[src/rtl/tone_sequencer.sv]
// Tone sequencer: descriptor FIFO, phase-continuous chirping phase accumulator
// and per-sample pacing around an external request/done CORDIC.
module tone_sequencer #(
    parameter int unsigned PHASE_W     = 30,
    parameter int unsigned AMP_W       = 30,
    parameter int unsigned FIFO_DEPTH  = 4,
    parameter int unsigned CNT_W       = 8,
    parameter int unsigned LEN_W       = 16,
    parameter int unsigned CORDIC_LEAD = 31
) (
    input  logic               clk,
    input  logic               reset,
    input  logic [CNT_W-1:0]   cfg_period,
    input  logic               start,
    input  logic               stop,
    input  logic               tone_valid,
    output logic               tone_ready,
    input  logic [PHASE_W-1:0] tone_fcw,
    input  logic [LEN_W-1:0]   tone_len,
    input  logic [PHASE_W-1:0] tone_chirp,
    output logic               cor_req,
    output logic [PHASE_W-1:0] cor_theta,
    input  logic               cor_done,
    input  logic [AMP_W-1:0]   cor_x,
    input  logic [AMP_W-1:0]   cor_y,
    output logic [AMP_W-1:0]   smp_cos,
    output logic [AMP_W-1:0]   smp_sin,
    output logic               smp_strb,
    output logic               active,
    output logic               late,
    output logic               done
);

    localparam int unsigned      PTR_W  = $clog2(FIFO_DEPTH);
    localparam int unsigned      OCC_W  = PTR_W + 1;
    localparam logic [CNT_W-1:0] LEAD_C = CNT_W'(CORDIC_LEAD);
    localparam logic [OCC_W-1:0] FULL_C = OCC_W'(FIFO_DEPTH);

    typedef struct packed {
        logic [PHASE_W-1:0] fcw;
        logic [LEN_W-1:0]   len;
        logic [PHASE_W-1:0] chirp;
    } tone_desc_t;

    typedef enum logic [1:0] {
        S_IDLE,
        S_PRIME,
        S_RUN,
        S_STALL
    } state_t;

    state_t             state_q, state_d;
    tone_desc_t         fifo_q [FIFO_DEPTH];
    tone_desc_t         fifo_d [FIFO_DEPTH];
    logic [PTR_W-1:0]   wr_ptr_q, wr_ptr_d;
    logic [PTR_W-1:0]   rd_ptr_q, rd_ptr_d;
    logic [OCC_W-1:0]   occ_q, occ_d;
    logic               tone_ready_q, tone_ready_d;
    logic [PHASE_W-1:0] fcw_q, fcw_d;
    logic [PHASE_W-1:0] chirp_q, chirp_d;
    logic [PHASE_W-1:0] theta_q, theta_d;
    logic [LEN_W-1:0]   rem_q, rem_d;
    logic [CNT_W-1:0]   cnt_q, cnt_d;
    logic               req_issued_q, req_issued_d;
    logic               last_q, last_d;
    logic               stop_seen_q, stop_seen_d;
    logic               pend_q, pend_d;
    logic [AMP_W-1:0]   pend_x_q, pend_x_d;
    logic [AMP_W-1:0]   pend_y_q, pend_y_d;
    logic [AMP_W-1:0]   smp_cos_q, smp_cos_d;
    logic [AMP_W-1:0]   smp_sin_q, smp_sin_d;
    logic               cor_req_q, cor_req_d;
    logic               smp_strb_q, smp_strb_d;
    logic               late_q, late_d;
    logic               done_q, done_d;
    logic               active_q;

    logic               push;
    logic               pop;
    logic               fifo_empty;
    logic               lead;
    logic               lead_last;
    tone_desc_t         head;
    tone_desc_t         desc_in;

    function automatic logic [LEN_W-1:0] first_rem(input logic [LEN_W-1:0] len);
        return (len == '0) ? '0 : len - LEN_W'(1);
    endfunction

    assign desc_in    = '{fcw: tone_fcw, len: tone_len, chirp: tone_chirp};
    assign head       = fifo_q[rd_ptr_q];
    assign fifo_empty = (occ_q == '0);
    assign push       = tone_valid && tone_ready_q;
    assign lead       = (state_q == S_RUN) && !req_issued_q && (cnt_q <= LEAD_C);
    // A tone ending with nothing queued must be known at the boundary even when
    // the lead point lands on that same cycle (single-cycle sample periods).
    assign lead_last  = lead && (rem_q == '0) && fifo_empty;

    // Next-state, datapath and FIFO bookkeeping.
    always_comb begin
        state_d      = state_q;
        fcw_d        = fcw_q;
        chirp_d      = chirp_q;
        theta_d      = theta_q;
        rem_d        = rem_q;
        cnt_d        = cnt_q;
        req_issued_d = req_issued_q;
        last_d       = last_q;
        stop_seen_d  = stop_seen_q;
        pend_d       = pend_q;
        pend_x_d     = pend_x_q;
        pend_y_d     = pend_y_q;
        smp_cos_d    = smp_cos_q;
        smp_sin_d    = smp_sin_q;
        late_d       = late_q;
        cor_req_d    = 1'b0;
        smp_strb_d   = 1'b0;
        done_d       = 1'b0;
        pop          = 1'b0;
        fifo_d       = fifo_q;
        wr_ptr_d     = wr_ptr_q;
        rd_ptr_d     = rd_ptr_q;
        occ_d        = occ_q;

        case (state_q)
            S_IDLE: begin
                if (start && !fifo_empty) begin
                    pop          = 1'b1;
                    fcw_d        = head.fcw;
                    chirp_d      = head.chirp;
                    rem_d        = first_rem(head.len);
                    theta_d      = '0;
                    cor_req_d    = 1'b1;
                    late_d       = 1'b0;
                    last_d       = 1'b0;
                    stop_seen_d  = 1'b0;
                    pend_d       = 1'b0;
                    req_issued_d = 1'b0;
                    state_d      = S_PRIME;
                end
            end

            S_PRIME: begin
                if (stop) begin
                    stop_seen_d = 1'b1;
                end
                if (cor_done) begin
                    smp_cos_d    = cor_x;
                    smp_sin_d    = cor_y;
                    smp_strb_d   = 1'b1;
                    cnt_d        = cfg_period;
                    req_issued_d = 1'b0;
                    pend_d       = 1'b0;
                    state_d      = S_RUN;
                end
            end

            S_RUN: begin
                cnt_d = cnt_q - CNT_W'(1);
                if (stop) begin
                    stop_seen_d = 1'b1;
                end
                if (cor_done) begin
                    pend_d   = 1'b1;
                    pend_x_d = cor_x;
                    pend_y_d = cor_y;
                end
                if (lead) begin
                    req_issued_d = 1'b1;
                    if (rem_q != '0) begin
                        theta_d   = theta_q + fcw_q;
                        fcw_d     = fcw_q + chirp_q;
                        rem_d     = rem_q - LEN_W'(1);
                        cor_req_d = 1'b1;
                    end else if (!fifo_empty) begin
                        pop       = 1'b1;
                        theta_d   = theta_q + fcw_q;
                        fcw_d     = head.fcw;
                        chirp_d   = head.chirp;
                        rem_d     = first_rem(head.len);
                        cor_req_d = 1'b1;
                    end else begin
                        last_d = 1'b1;
                    end
                end
                if (cnt_q == '0) begin
                    if (stop_seen_q || stop || last_q || lead_last) begin
                        done_d      = 1'b1;
                        cnt_d       = '0;
                        pend_d      = 1'b0;
                        stop_seen_d = 1'b0;
                        state_d     = S_IDLE;
                    end else if (pend_q || cor_done) begin
                        // A result landing exactly on the boundary is still on time.
                        smp_cos_d    = pend_q ? pend_x_q : cor_x;
                        smp_sin_d    = pend_q ? pend_y_q : cor_y;
                        smp_strb_d   = 1'b1;
                        cnt_d        = cfg_period;
                        pend_d       = 1'b0;
                        req_issued_d = 1'b0;
                        stop_seen_d  = 1'b0;
                    end else begin
                        late_d  = 1'b1;
                        cnt_d   = '0;
                        state_d = S_STALL;
                    end
                end
            end

            S_STALL: begin
                if (stop) begin
                    stop_seen_d = 1'b1;
                end
                if (cor_done) begin
                    smp_cos_d    = cor_x;
                    smp_sin_d    = cor_y;
                    smp_strb_d   = 1'b1;
                    cnt_d        = cfg_period;
                    req_issued_d = 1'b0;
                    state_d      = S_RUN;
                end
            end

            default: begin
                state_d = S_IDLE;
            end
        endcase

        if (push) begin
            fifo_d[wr_ptr_q] = desc_in;
            wr_ptr_d         = wr_ptr_q + PTR_W'(1);
        end
        if (pop) begin
            rd_ptr_d = rd_ptr_q + PTR_W'(1);
        end
        occ_d        = occ_q + OCC_W'(push) - OCC_W'(pop);
        tone_ready_d = (occ_d != FULL_C);
    end

    // Descriptor storage needs no reset; occupancy guards every read.
    always_ff @(posedge clk) begin
        fifo_q <= fifo_d;
    end

    always_ff @(posedge clk) begin
        if (reset) begin
            state_q      <= S_IDLE;
            wr_ptr_q     <= '0;
            rd_ptr_q     <= '0;
            occ_q        <= '0;
            tone_ready_q <= 1'b0;
            fcw_q        <= '0;
            chirp_q      <= '0;
            theta_q      <= '0;
            rem_q        <= '0;
            cnt_q        <= '0;
            req_issued_q <= 1'b0;
            last_q       <= 1'b0;
            stop_seen_q  <= 1'b0;
            pend_q       <= 1'b0;
            pend_x_q     <= '0;
            pend_y_q     <= '0;
            smp_cos_q    <= '0;
            smp_sin_q    <= '0;
            cor_req_q    <= 1'b0;
            smp_strb_q   <= 1'b0;
            late_q       <= 1'b0;
            done_q       <= 1'b0;
            active_q     <= 1'b0;
        end else begin
            state_q      <= state_d;
            wr_ptr_q     <= wr_ptr_d;
            rd_ptr_q     <= rd_ptr_d;
            occ_q        <= occ_d;
            tone_ready_q <= tone_ready_d;
            fcw_q        <= fcw_d;
            chirp_q      <= chirp_d;
            theta_q      <= theta_d;
            rem_q        <= rem_d;
            cnt_q        <= cnt_d;
            req_issued_q <= req_issued_d;
            last_q       <= last_d;
            stop_seen_q  <= stop_seen_d;
            pend_q       <= pend_d;
            pend_x_q     <= pend_x_d;
            pend_y_q     <= pend_y_d;
            smp_cos_q    <= smp_cos_d;
            smp_sin_q    <= smp_sin_d;
            cor_req_q    <= cor_req_d;
            smp_strb_q   <= smp_strb_d;
            late_q       <= late_d;
            done_q       <= done_d;
            active_q     <= (state_d != S_IDLE);
        end
    end

    assign tone_ready = tone_ready_q;
    assign cor_req    = cor_req_q;
    assign cor_theta  = theta_q;
    assign smp_cos    = smp_cos_q;
    assign smp_sin    = smp_sin_q;
    assign smp_strb   = smp_strb_q;
    assign active     = active_q;
    assign late       = late_q;
    assign done       = done_q;

endmodule

[config.mk]
export PLATFORM = sky130hd
export DESIGN_NAME = tone_sequencer
export DESIGN_NICKNAME = d
export VERILOG_FILES = /design/src/rtl/tone_sequencer.sv
export SDC_FILE = /design/constraint.sdc
export NUM_CORES = 1
export LEC_CHECK = 0
export BUFFER_PORTS_ARGS = -buffer_cell sky130_fd_sc_hd__clkbuf_2
export CAP_MARGIN = 20
export CELL_PAD_IN_SITES_DETAIL_PLACEMENT = 1
export CELL_PAD_IN_SITES_GLOBAL_PLACEMENT = 1
export CORE_AREA = 2 2 204 306
export CTS_CLUSTER_SIZE = 40
export DETAILED_ROUTE_END_ITERATION = 12
export DIE_AREA = 0 0 206 308
export GPL_TIMING_DRIVEN = 0
export PLACE_DENSITY = 0.75
export SLEW_MARGIN = 20
export SYNTH_ARGS = -nofsm -noshare
export SYNTH_HDL_FRONTEND = slang
export SYNTH_SLANG_ARGS = --single-unit
[constraint.sdc]
create_clock -name clk -period 5.4 [get_ports clk]
set_input_delay 0.81 -clock clk [delete_from_list [all_inputs] [get_ports clk]]
set_output_delay 0.81 -clock clk [all_outputs]
set_load 0.02 [all_outputs]
==> reports/metrics.cfg <==
[logic_synthesis]
synthFlopType = edfxtp_1
synth_seq_area_share_pct = 57.6
syn_inst = 2070
synth.area.top_cells = edfxtp_1 (37%), dfxtp_1 (21%), mux4_2 (6.9%)
synth_top_family_by_area = compound AO/OA/AOI/OAI gates
async_reset_ff_share_pct = 0
synth-edff-count = 304
netlist_area_um2 = 24600
yosys-top-cells-count = edfxtp_1 (304), nand2_1 (271), dfxtp_1 (253), a21oi_1 (192), nor2_1 (189)
yosysTopAreaCell = edfxtp_1
synthMuxAreaShare_pct = 9.59
synth_most_common_cell = edfxtp_1
synth.avg_cell_area_um2 = 11.9
synthSimpleGateAreaFrac_pct = 10.9
synth_compound_gate_area_share_pct = 13.3
syn_nets = 2291
synthAdderAreaFrac_pct = 3.70
synth_xor_area_share_pct = 2.35
synth-seq-cells = 557
synth_warnings = 0
yosysTopAreaCellShare_pct = 37.1
ys_types = 71

[sta]
layout_setup_ws_ns = 0.761
max_slew_margin_pct = 33.9
report.final.slew_viol_count = 0
setup_viol = 0
max_freq_mhz = 216
setup_tns_ns = 0
rsz0062_at_grt = false
skew_ns = 0.0146
fin_crit_ns = 4.64
hold_viol_final = 0
worstMarginPinSlew_ns = 0.985
min_period_over_period_pct = 85.9

[clock_tree]
clk_pin_slew_ns = 0.07
cts_tree = yes
cts_root_buf = clkbuf_16
hold_buffers = 0
cts_buffers = 53
clk_latency_ns = 0.63
clk_path_buf_depth = 3
cts_setup_buffers = 0
post_cts_resized = 0
cts_num_sinks = 557
h-tree-depth = 2

[detailed_routing]
vias = 17700
wl_per_cell_um = 22.7
drt-total-wl_um = 72800
drt_iter0_markers = 842
ant_nets = 0
post-route-drc-count = 0
drtPass1Iterations = 5
drt-vias-per-instance = 5.52

[power_and_ir_drop]
ir_worst_vdd_mv = 0.356
total_leakage_power_nw = 10.8
p_per_area_nw_per_um2 = 443
power_mw = 12.7

[worst_setup_path]
crit_arrival_ns = 5.12
worstPathRequired_ns = 5.88
cp-start-kind = flip-flop
worst-path-max-fanout = 10
cp-end-kind = flip-flop
worstSetupPathType = flip-flop to flip-flop

[floorplanning]
die_w_um = 206
start_util_pct = 40.5
die-area_um2 = 63400
core_area_um2 = 60800
die_h_um = 308
num_rows = 111
boundaryPins = 246

[final_layout]
syn2layout_area_growth_pct = 16.7
nets = 2594
fin_util_pct = 47.3
fillers = 6516
drive_gt1_share_pct = 21.2
final_area_um2 = 28800

[global_routing]
gr-total-overflow = 0
grt_max_degree = 44
grt_pass1_vias = 19500
antenna_found_initial = 2
grt_pass1_wl_um = 110000
grt_usage_pct = 22.7

[place]
place_ws_ns = 0.744
placement.io_buffers = 244
dp.final_hpwl_um = 54400
gp_congestion = 0.891
dpl-instance-area_um2 = 27000

[job]
maxCapViolations = 0

[hold_path]
hp-class = primary input to flip-flop

[run_status]
status = finished, final reports clean

==> critical path, cell delays in order (launching register included) <==
cell and delay, ns:
dfxtp_1 0.34, or3_1 0.45, and3_1 0.19, clkbuf_1 0.17, o21ai_1 0.81, clkinv_1 0.47, clkbuf_1 0.47, ha_1 0.44
inv_1 0.05, ha_1 0.19, fa_1 0.41, xnor2_1 0.21, xnor2_1 0.11, nor3_1 0.14, nor2_1 0.05
==> layout make-up <==
| class | instances | area (µm²) | share of cell area [%] |
|---|---|---|---|
| sequential | 557 | 14200 | 49.4 |
| multi-input combinational | 1368 | 9830 | 34.2 |
| clock buffer | 75 | 1510 | 5.25 |
| timing repair buffer | 248 | 1330 | 4.63 |
| tap | 791 | 990 | 3.44 |
| buffer | 118 | 533 | 1.85 |
| clock inverter | 23 | 260 | 0.905 |
| inverter | 27 | 101 | 0.353 |
| antenna | 2 | 5.00 | 0.0174 |
==> power breakdown <==
| part | internal (mW) | switching, mW | total, mW |
|---|---|---|---|
| logic | 1.35 | 2.28 | 3.63 |
| registers | 4.96 | 0.348 | 5.30 |
| clock network | 2.11 | 1.67 | 3.79 |
| total | 8.42 | 4.30 | 12.7 |
==> cells in the final DEF, fill, tap and decap left out, types with 11 or more instances in the layout <==
cell	count
nor2b_1	13
edfxtp_1	304
mux2i_1	65
nor3_1	37
nand2b_1	15
xor2_1	20
o21ai_1	14
xnor2_1	46
a22o_1	11
a21o_1	33
nand2_1	271
a211oi_2	60
clkbuf_16	54
mux4_2	76
a211oi_1	28
buf_2	11
ha_1	68
inv_1	26
clkbuf_1	100
dfxtp_1	253
and3_1	13
clkbuf_2	245
nand3_1	27
o21ai_0	49
a31oi_1	12
nor2_1	189
a21oi_1	192
==> metal layers <==
metal	vias to the layer above	global-route usage, %	share of wire, %
li1	8249	-	-
met1	8877	24.7	38
met2	421	42.2	52
met3	156	4.27	5.2
met4	0	10.5	4.5
met5	-	0	0
==> through the flow <==
stage          cells  hold WS (ns)
3_5_place_dp    3109         0.447
4_1_cts         3207         0.364
2_1_floorplan   2070         0.436
3_3_place_gp    3105         0.441
5_1_grt         3208         0.384
6_report        3209         0.400
==> worst paths after layout <==
check | startpoint | end | slack, ns | depth (start not counted)
setup reg to reg | occ_q[1] | tone_ready | 0.76 | 14
setup / recovery | occ_q[1] | tone_ready | 0.76 | 14
hold / removal | tone_fcw[13] | fifo_q[287] | 0.40 | 1
hold reg to reg | pend_x_q[21] | pend_x_q[21] | 0.46 | 2
==> cells by family after synthesis <==
group           after synthesis
simple gates                615
flops                       557
compound gates              475
buf+inv                     145
mux                         141
fa+ha+maj                    71
xor+xnor                     66
==> sequential cells by signal, indices dropped and copies added (netlist names), 30 cells and up <==
name	flops
chirp_q	30
cor_theta	30
fcw_q	30
fifo_q	304
pend_x_q	30
pend_y_q	30
smp_cos	30
smp_sin	30
No activity file was read; power rests on OpenSTA's default activity.
